[config.mk]
export PLATFORM = sky130hd
export DESIGN_NAME = pipe_stage
export DESIGN_NICKNAME = d
export VERILOG_FILES = /design/src/rtl/pipe_pkg.sv /design/src/rtl/pipe_skid_buf.sv /design/src/rtl/pipe_stage.sv
export SDC_FILE = /design/constraint.sdc
export NUM_CORES = 1
export LEC_CHECK = 0
export BUFFER_PORTS_ARGS = -buffer_cell sky130_fd_sc_hd__buf_2
export CAP_MARGIN = 40
export CORE_UTILIZATION = 40
export DETAILED_ROUTE_END_ITERATION = 12
export PLACE_DENSITY = 0.71
export SETUP_SLACK_MARGIN = 0.3
export SLEW_MARGIN = 20
export SYNTH_ARGS = -nofsm -noshare
export SYNTH_HDL_FRONTEND = slang
export SYNTH_SLANG_ARGS = --single-unit
[constraint.sdc]
create_clock -name clk -period 1.8 [get_ports clk]
set_input_delay 0.18 -clock clk [delete_from_list [all_inputs] [get_ports clk]]
set_output_delay 0.18 -clock clk [all_outputs]
set_load 0.1 [all_outputs]
[src/rtl/pipe_pkg.sv]
// Shared pipeline-boundary widths and bubble control constants for the
// IF/ID, ID/EX, EX/MEM and MEM/WB stage registers.
package pipe_pkg;

    localparam int IFID_DATA_W  = 96;
    localparam int IFID_CTRL_W  = 1;
    localparam int IDEX_DATA_W  = 160;
    localparam int IDEX_CTRL_W  = 12;
    localparam int EXMEM_DATA_W = 101;
    localparam int EXMEM_CTRL_W = 5;
    localparam int MEMWB_DATA_W = 101;
    localparam int MEMWB_CTRL_W = 3;

    // ID/EX control layout; every side-effecting bit is zero in a bubble
    typedef struct packed {
        logic       regWrite;
        logic       memWrite;
        logic       memRead;
        logic       branch;
        logic       jump;
        logic       jalr;
        logic [1:0] resultSrc;
        logic [2:0] aluCntrl;
        logic       aluSrc;
    } idexCtrl_t;

    localparam logic [IFID_CTRL_W-1:0]  IFID_BUBBLE_CTRL  = '0;
    localparam logic [IDEX_CTRL_W-1:0]  IDEX_BUBBLE_CTRL  = '0;
    localparam logic [EXMEM_CTRL_W-1:0] EXMEM_BUBBLE_CTRL = '0;
    localparam logic [MEMWB_CTRL_W-1:0] MEMWB_BUBBLE_CTRL = '0;

    function automatic logic [IDEX_CTRL_W-1:0] idexPack(input idexCtrl_t c);
        return c;
    endfunction

endpackage

[src/rtl/pipe_skid_buf.sv]
// One-entry holding register with valid; catches the beat accepted while the
// downstream output register is stalled.
module pipe_skid_buf #(
    parameter int W = 8
) (
    input  logic         clk,
    input  logic         rst,
    input  logic         clear,
    input  logic         load,
    input  logic         unload,
    input  logic [W-1:0] dIn,
    output logic         valid,
    output logic [W-1:0] dOut
);

    always_ff @(posedge clk) begin
        if (rst || clear)
            valid <= 1'b0;
        else if (load)
            valid <= 1'b1;
        else if (unload)
            valid <= 1'b0;
    end

    always_ff @(posedge clk) begin
        if (load)
            dOut <= dIn;
    end

endmodule

[src/rtl/pipe_stage.sv]
// Valid/ready pipeline stage register with flush and bubble-forced control.
// Define PIPE_STAGE_SKID_EN for a one-entry skid and registered in_ready.
module pipe_stage
    import pipe_pkg::*;
#(
    parameter int                 DATA_W      = IDEX_DATA_W,
    parameter int                 CTRL_W      = IDEX_CTRL_W,
    parameter logic [CTRL_W-1:0]  BUBBLE_CTRL = {CTRL_W{1'b0}}
) (
    input  logic              clk,
    input  logic              rst,
    input  logic              in_valid,
    output logic              in_ready,
    input  logic [DATA_W-1:0] in_data,
    input  logic [CTRL_W-1:0] in_ctrl,
    input  logic              flush,
    output logic              out_valid,
    input  logic              out_ready,
    output logic [DATA_W-1:0] out_data,
    output logic [CTRL_W-1:0] out_ctrl
);

    logic              outValidQ;
    logic [DATA_W-1:0] outDataQ;
    logic [CTRL_W-1:0] outCtrlQ;

    logic              inXfer;
    logic              outXfer;
    logic              loadOut;
    logic              nextValid;
    logic [DATA_W-1:0] nextData;
    logic [CTRL_W-1:0] nextCtrl;

    assign inXfer  = in_valid && in_ready;
    assign outXfer = outValidQ && out_ready;
    assign loadOut = !outValidQ || out_ready;

`ifdef PIPE_STAGE_SKID_EN
    logic                     skidValid;
    logic [DATA_W+CTRL_W-1:0] skidQ;

    pipe_skid_buf #(.W(DATA_W + CTRL_W)) uSkid (
        .clk    (clk),
        .rst    (rst),
        .clear  (flush),
        .load   (inXfer && !loadOut),
        .unload (outXfer && skidValid),
        .dIn    ({in_ctrl, in_data}),
        .valid  (skidValid),
        .dOut   (skidQ)
    );

    // Ready depends only on state, so no out_ready path reaches upstream
    assign in_ready  = !rst && !skidValid;
    assign nextValid = skidValid || inXfer;
    assign nextData  = skidValid ? skidQ[DATA_W-1:0] : in_data;
    assign nextCtrl  = skidValid ? skidQ[DATA_W +: CTRL_W] : in_ctrl;
`else
    assign in_ready  = !rst && loadOut;
    assign nextValid = inXfer;
    assign nextData  = in_data;
    assign nextCtrl  = in_ctrl;
`endif

    always_ff @(posedge clk) begin
        if (rst) begin
            outValidQ <= 1'b0;
            outDataQ  <= '0;
            outCtrlQ  <= BUBBLE_CTRL;
        end else if (flush) begin
            outValidQ <= 1'b0;
            outCtrlQ  <= BUBBLE_CTRL;
        end else if (loadOut) begin
            outValidQ <= nextValid;
            if (nextValid) begin
                outDataQ <= nextData;
                outCtrlQ <= nextCtrl;
            end else begin
                // drained: data is left as-is, control becomes harmless
                outCtrlQ <= BUBBLE_CTRL;
            end
        end
    end

    assign out_valid = outValidQ;
    assign out_data  = outDataQ;
    assign out_ctrl  = outCtrlQ;

endmodule

# [Word level (Yosys, flattened, before mapping)]
# Index checks and enable logic that the tools add are counted.
[totals] regBits=173 output_inout_bits=174 wordCells=12 input_bits=177
[op_classes] n_mux=1 n_reduce_logical=7 n_bitwise=1
[op_table] op="2-to-1 mux 12 bit" count=1
[op_table] op="AND reduction 3 bit" count=1
[op_table] op="logical AND 1 bit" count=2
[op_table] op="zero test 1 bit" count=2
[op_table] op="OR reduction 2 bit" count=1
[op_table] op="logical OR 1 bit" count=1
[op_table] op="inverter 1 bit" count=1

# [Longest topological paths before layout]
[depth] depth_word=5 ltp_mapped=6 ltp_nobuf=3

# [Worst setup path after synthesis]
# No wires, ideal clock.
[synth_path] path_kind="register to output" startpoint="reg outValidQ, in the netlist out_valid" endpoint="out in_ready" t_arrival_ps=2425 required_time_ps=1620 setup_slack_ps=-805 n_path_buf=1 path_stages_with_launch=4 path_cell_list="dfxtp_1 -> nor2b_1 -> clkbuf_1 -> nor2_1"
[synth_via] elab_chain_cells=3
[synth_rtl] element="from (decl)" line_no="pipe_stage.sv:23" text="logic outValidQ;"
[synth_rtl] element="from (signal assigned)" line_no="pipe_stage.sv:74" text="outValidQ <= nextValid;"
[synth_rtl] element="zero test 1 bit" line_no="pipe_stage.sv:36" text="assign loadOut = !outValidQ || out_ready;"
[synth_rtl] element="logical OR 1 bit" line_no="pipe_stage.sv:36"
[synth_rtl] element="logical AND 1 bit" line_no="pipe_stage.sv:59" text="assign in_ready = !rst && loadOut;"
[synth_rtl] element="to (decl)" line_no="pipe_stage.sv:13" text="output logic in_ready,"
# Every way passes these cells.

# [Worst setup path in the final report]
[layout_path] startpoint="reg outValidQ, in the netlist out_valid" endpoint="reg outDataQ[47], in the netlist out_data[47]"
[layout_via] elab_chain_cells=5
[layout_rtl] element="zero test 1 bit *" line_no="pipe_stage.sv:36"
[layout_rtl] element="logical OR 1 bit *" line_no="pipe_stage.sv:36"
[layout_rtl] element="logical AND 1 bit" line_no="pipe_stage.sv:59"
[layout_rtl] element="logical AND 1 bit" line_no="pipe_stage.sv:34" text="assign inXfer = in_valid && in_ready;"
[layout_rtl] element="AND reduction 3 bit (no source line) *"
[layout_rtl] element="to (signal assigned)" line_no="pipe_stage.sv:76" text="outDataQ <= nextData;"
[layout_rtl] element="to (decl)" line_no="pipe_stage.sv:24" text="logic [DATA_W-1:0] outDataQ;"
# Every way passes the cells marked *; elsewhere a longest branch is shown, timed or not.
# A chain may end at the register's enable or synchronous reset.

==> metrics.md <==
| Metric | Value |
|---|---|
| Data arrival time of the worst path | `about 1.8 ns` |
| Overall power after layout | `10900 uW` |
| Synth Net Count | `753` |
| Setup Total Neg Slack | `0 ns` |
| Final routed wirelength across all metal layers | `roughly 21000 microns` |
| Hold Crit Endpoint | `out_data[10]` |
| Path length in cells of the critical path | `5` |
| Cell area after synthesis | `0.00712 sq mm` |
| CTS clk-pin slew, worst paths | `about 0.070 ns` |
| Crit path kind | `flop to flop` |
| Logic depth of the worst register-to-register path | `5` |
| Vias in the first global route | `between 6000 and 7000` |
| Warnings, synthesis | `0` |
| Floorplan die width | `between 100 and 150 microns` |
| Met1 Track Usage GR | `23.7%` |
| Tcrit/Tclk final | `84.6%` |
| Most instantiated library cell after synthesis | `sky130_fd_sc_hd__dfxtp_1` |
| Clk_lat worst skew | `~0.43 ns` |
| Slowest CP cell | `sky130_fd_sc_hd__mux2_2` |
| Min Tclk post-route | `around 1.5 ns` |
| Buffer type at the clock tree root | `sky130_fd_sc_hd__clkbuf_16` |
| Clock Skews | `~0.007 ns` |
| Max VDD drop | `around 660 uV` |
| DIE AREA | `around 0.018 sq mm` |
| Share of power burned in registers | `38.0%` |
| DRT antenna net count | `0` |
| Antenna violations before repair | `0` |
| CTS tree | `built` |
| Combinational Power Share | `a little over a quarter` |
| Number of sinks on the clock net | `~170` |
| Internal Dissipation | `between 7000 and 8000 uW` |
| Area of the core | `~0.017 sq mm` |
| Proportion of layout cells with a drive suffix above 1 | `about half` |
| Count of nets after finishing | `1265` |
| Number of iterations in the first detailed-routing pass | `6` |
| Routed len/inst | `about 16 microns` |
| Crit Reg-Reg Startpoint | `out_valid` |
| Maximum clock path buffer count | `2` |
| Top cell types by occurrence after synthesis | `sky130_fd_sc_hd__dfxtp_1 (173), sky130_fd_sc_hd__nor2b_1 (145), sky130_fd_sc_hd__mux2_4 (100)` |
| Max-slew headroom at the worst pin | `about two thirds` |
| CP bufs+invs | `2` |
| Most instantiated flip-flop cell in the synthesis netlist | `sky130_fd_sc_hd__dfxtp_1` |
| Number of enable-type register cells in the synthesized netlist | `0` |
| Seq cells post-synth | `roughly 170` |
| First-iteration detailed-routing DRC count | `roughly 200` |
| Switching share of total power | `33.8%` |
| Ranking of synthesized cells by area | `sky130_fd_sc_hd__dfxtp_1 (49%), sky130_fd_sc_hd__mux2_4 (21%), sky130_fd_sc_hd__nor2b_1 (13%)` |
| Last weighted congestion value of the routability-driven placer | `roughly 0.74` |
| Worst hold path type | `input port to flop` |
| GRT Overall Usage | `roughly 22%` |
| Top Ports | `between 300 and 400` |
| Maximum net fanout on the critical path | `67` |
| Setup Viol. Count Final | `0` |
| Count of pins over their slew limit | `0` |
| Reported leakage power | `about 0.006 uW` |
| Final cell count without fillers | `~1300` |
| Pin count of the biggest net entering global routing | `84` |
| Library cells used by synthesis | `16` |
| Total vias in the final route | `slightly above 6000` |
| Number of inserted diodes | `0` |
| Sequential share of the synthesized area | `between 40 and 50%` |
| Slowest stage delay, CP | `around 0.39 ns` |
| Slew at the pin closest to its max-slew limit | `0.521 ns` |
| Instance count along the most critical hold path | `2` |
| Number of vias per cell | `4.59` |
| Final cell utilization of the core | `between 60% and 70%` |
| PD cells | `948 mW/mm^2` |
| Area fraction of the dominant cell type after synthesis | `between 40% and 50%` |
| Global routing usage on met2 | `38.7%` |
| Grt ovf | `0` |
| Grt met3 use | `between 6 and 7%` |
| Kind of cell adding the most delay to the critical path | `buffers and inverters` |
| Number of cell rows | `48` |
| Net load switching power | `between 3000 and 4000 uW` |
| Max-Cap Viols | `0` |
| Data required time of the critical path | `roughly 2.1 ns` |
| Area added between synthesis and finish | `61.0%` |
| Die Span Y | `between 100 and 150 microns` |
| Cells after DPL | `1127` |
| Crit Reg-Reg Endpoint | `out_data[47]` |
| Status | `finished, final reports clean` |
| Buffers on Ports | `350` |
| CP endpoint kind | `flop` |
| Dpl hpwl | `about 12000 microns` |
| Number of DRC violations after detailed routing | `0` |
| Mean area per synthesized cell | `between 10 and 15 sq um` |
| Slack of the worst reg-to-reg path | `0.28 ns` |
| Starting density of the core | `a little over 40%` |
| Worst setup SP type | `flop` |
| Setup repair after global routing missed its margin | `true` |
| Instance count of the mapped netlist | `between 500 and 600` |
| Wire length of the first global-routing pass | `31100 microns` |
| Cell breakdown of the critical path | `buf_4 > nand2b_4 > nand3_4 > buf_16 > mux2_2` |
| CTS H-tree depth | `4` |
| Hold Startpoint | `in_data[10]` |
| FILL cells | `1246` |
| Synth area leader | `sky130_fd_sc_hd__dfxtp_1` |
| Peak clock frequency supported by timing | `0.657 GHz` |
| Async set or reset register ratio after synthesis | `0%` |
| Number of CTS-inserted buffers | `17` |
| Busiest metal layer after global routing | `met2` |
| Clock share of power | `around 36%` |
| Final Hold Vio Count | `0` |
[area by class of cell]
cell class	count	area (sq um)	share of cell area, %
clock buffers	20	457	3.98
multi-input cells	364	3440	30.0
clock inverters	12	160	1.40
well taps	225	282	2.45
flip-flops and latches	173	3470	30.2
repair buffers	532	3660	31.9
[flip-flops by register name (all words and copies together), names as in the netlist]
register,count
out_data,160
out_ctrl,12
out_valid,1
[power by group through the flow]
stage	clock network (uW)	registers, uW	logic, uW
5_1_grt	4110	4160	2960
4_1_cts	3950	4130	2830
3_5_place_dp	0	4210	2540
3_3_place_gp	0	4210	2520
2_1_floorplan	0	5710	541
6_report	3870	4140	2860
[worst max-delay path by stage]
stage          startpoint             to  slack (ns)
6_report        out_valid   out_data[47]        0.28
5_1_grt         out_valid   out_data[42]        0.24
4_1_cts         out_valid   out_data[47]        0.27
3_5_place_dp    out_ready  out_data[153]        0.34
3_3_place_gp    out_ready    out_data[9]        0.36
2_1_floorplan   out_valid       in_ready        0.24
[per-stage QoR]
step | area, sq um | hold slack (ns) | setup WS, ns
2_1_floorplan | 7140 | 0.323 | 0.244
3_3_place_gp | 9120 | 0.405 | 0.360
3_5_place_dp | 9120 | 0.408 | 0.339
4_1_cts | 11400 | 0.00333 | 0.274
5_1_grt | 11500 | 0.00367 | 0.238
6_report | 11500 | 0.0193 | 0.277
[worst register-to-register path, cell delays in order (launching register included)]
cell                       delay, ns
sky130_fd_sc_hd__dfxtp_4        0.35
sky130_fd_sc_hd__buf_4          0.11
sky130_fd_sc_hd__nand2b_4       0.06
sky130_fd_sc_hd__nand3_4        0.11
sky130_fd_sc_hd__buf_16         0.32
sky130_fd_sc_hd__mux2_2         0.47
[repair_timing]
item,CTS,global route
hold endpoints to repair,159,0
pin swaps,1,1
endpoints found under the setup margin,1,112
hold buffers,159,0
buffers inserted,2,5
cloned,0,1
gates resized for setup,8,5
[routing by layer]
layer | up-vias | share of wire, %
li1 | 2934 | -
met1 | 2831 | 39
met2 | 262 | 50
met3 | 60 | 7.0
met4 | 0 | 3.9
met5 | - | 0
[kinds of logic after synthesis]
group | after synthesis | synth area share, %
compound gates | 12 | 0.843
flops | 173 | 48.6
simple gates | 192 | 16.5
mux | 160 | 30.6
buf+inv | 39 | 3.53
[layout by cell type, fill, tap and decap left out, drive strengths merged, types with 4 or more instances in the layout]
master / n
mux2: 160
nand2: 12
nand3: 13
dfxtp: 173
clkbuf: 21
dlygate4sd3: 159
and2b: 16
nor2b: 145
nor2: 4
a21oi: 12
buf: 372
(Power assumes the default switching activity.)
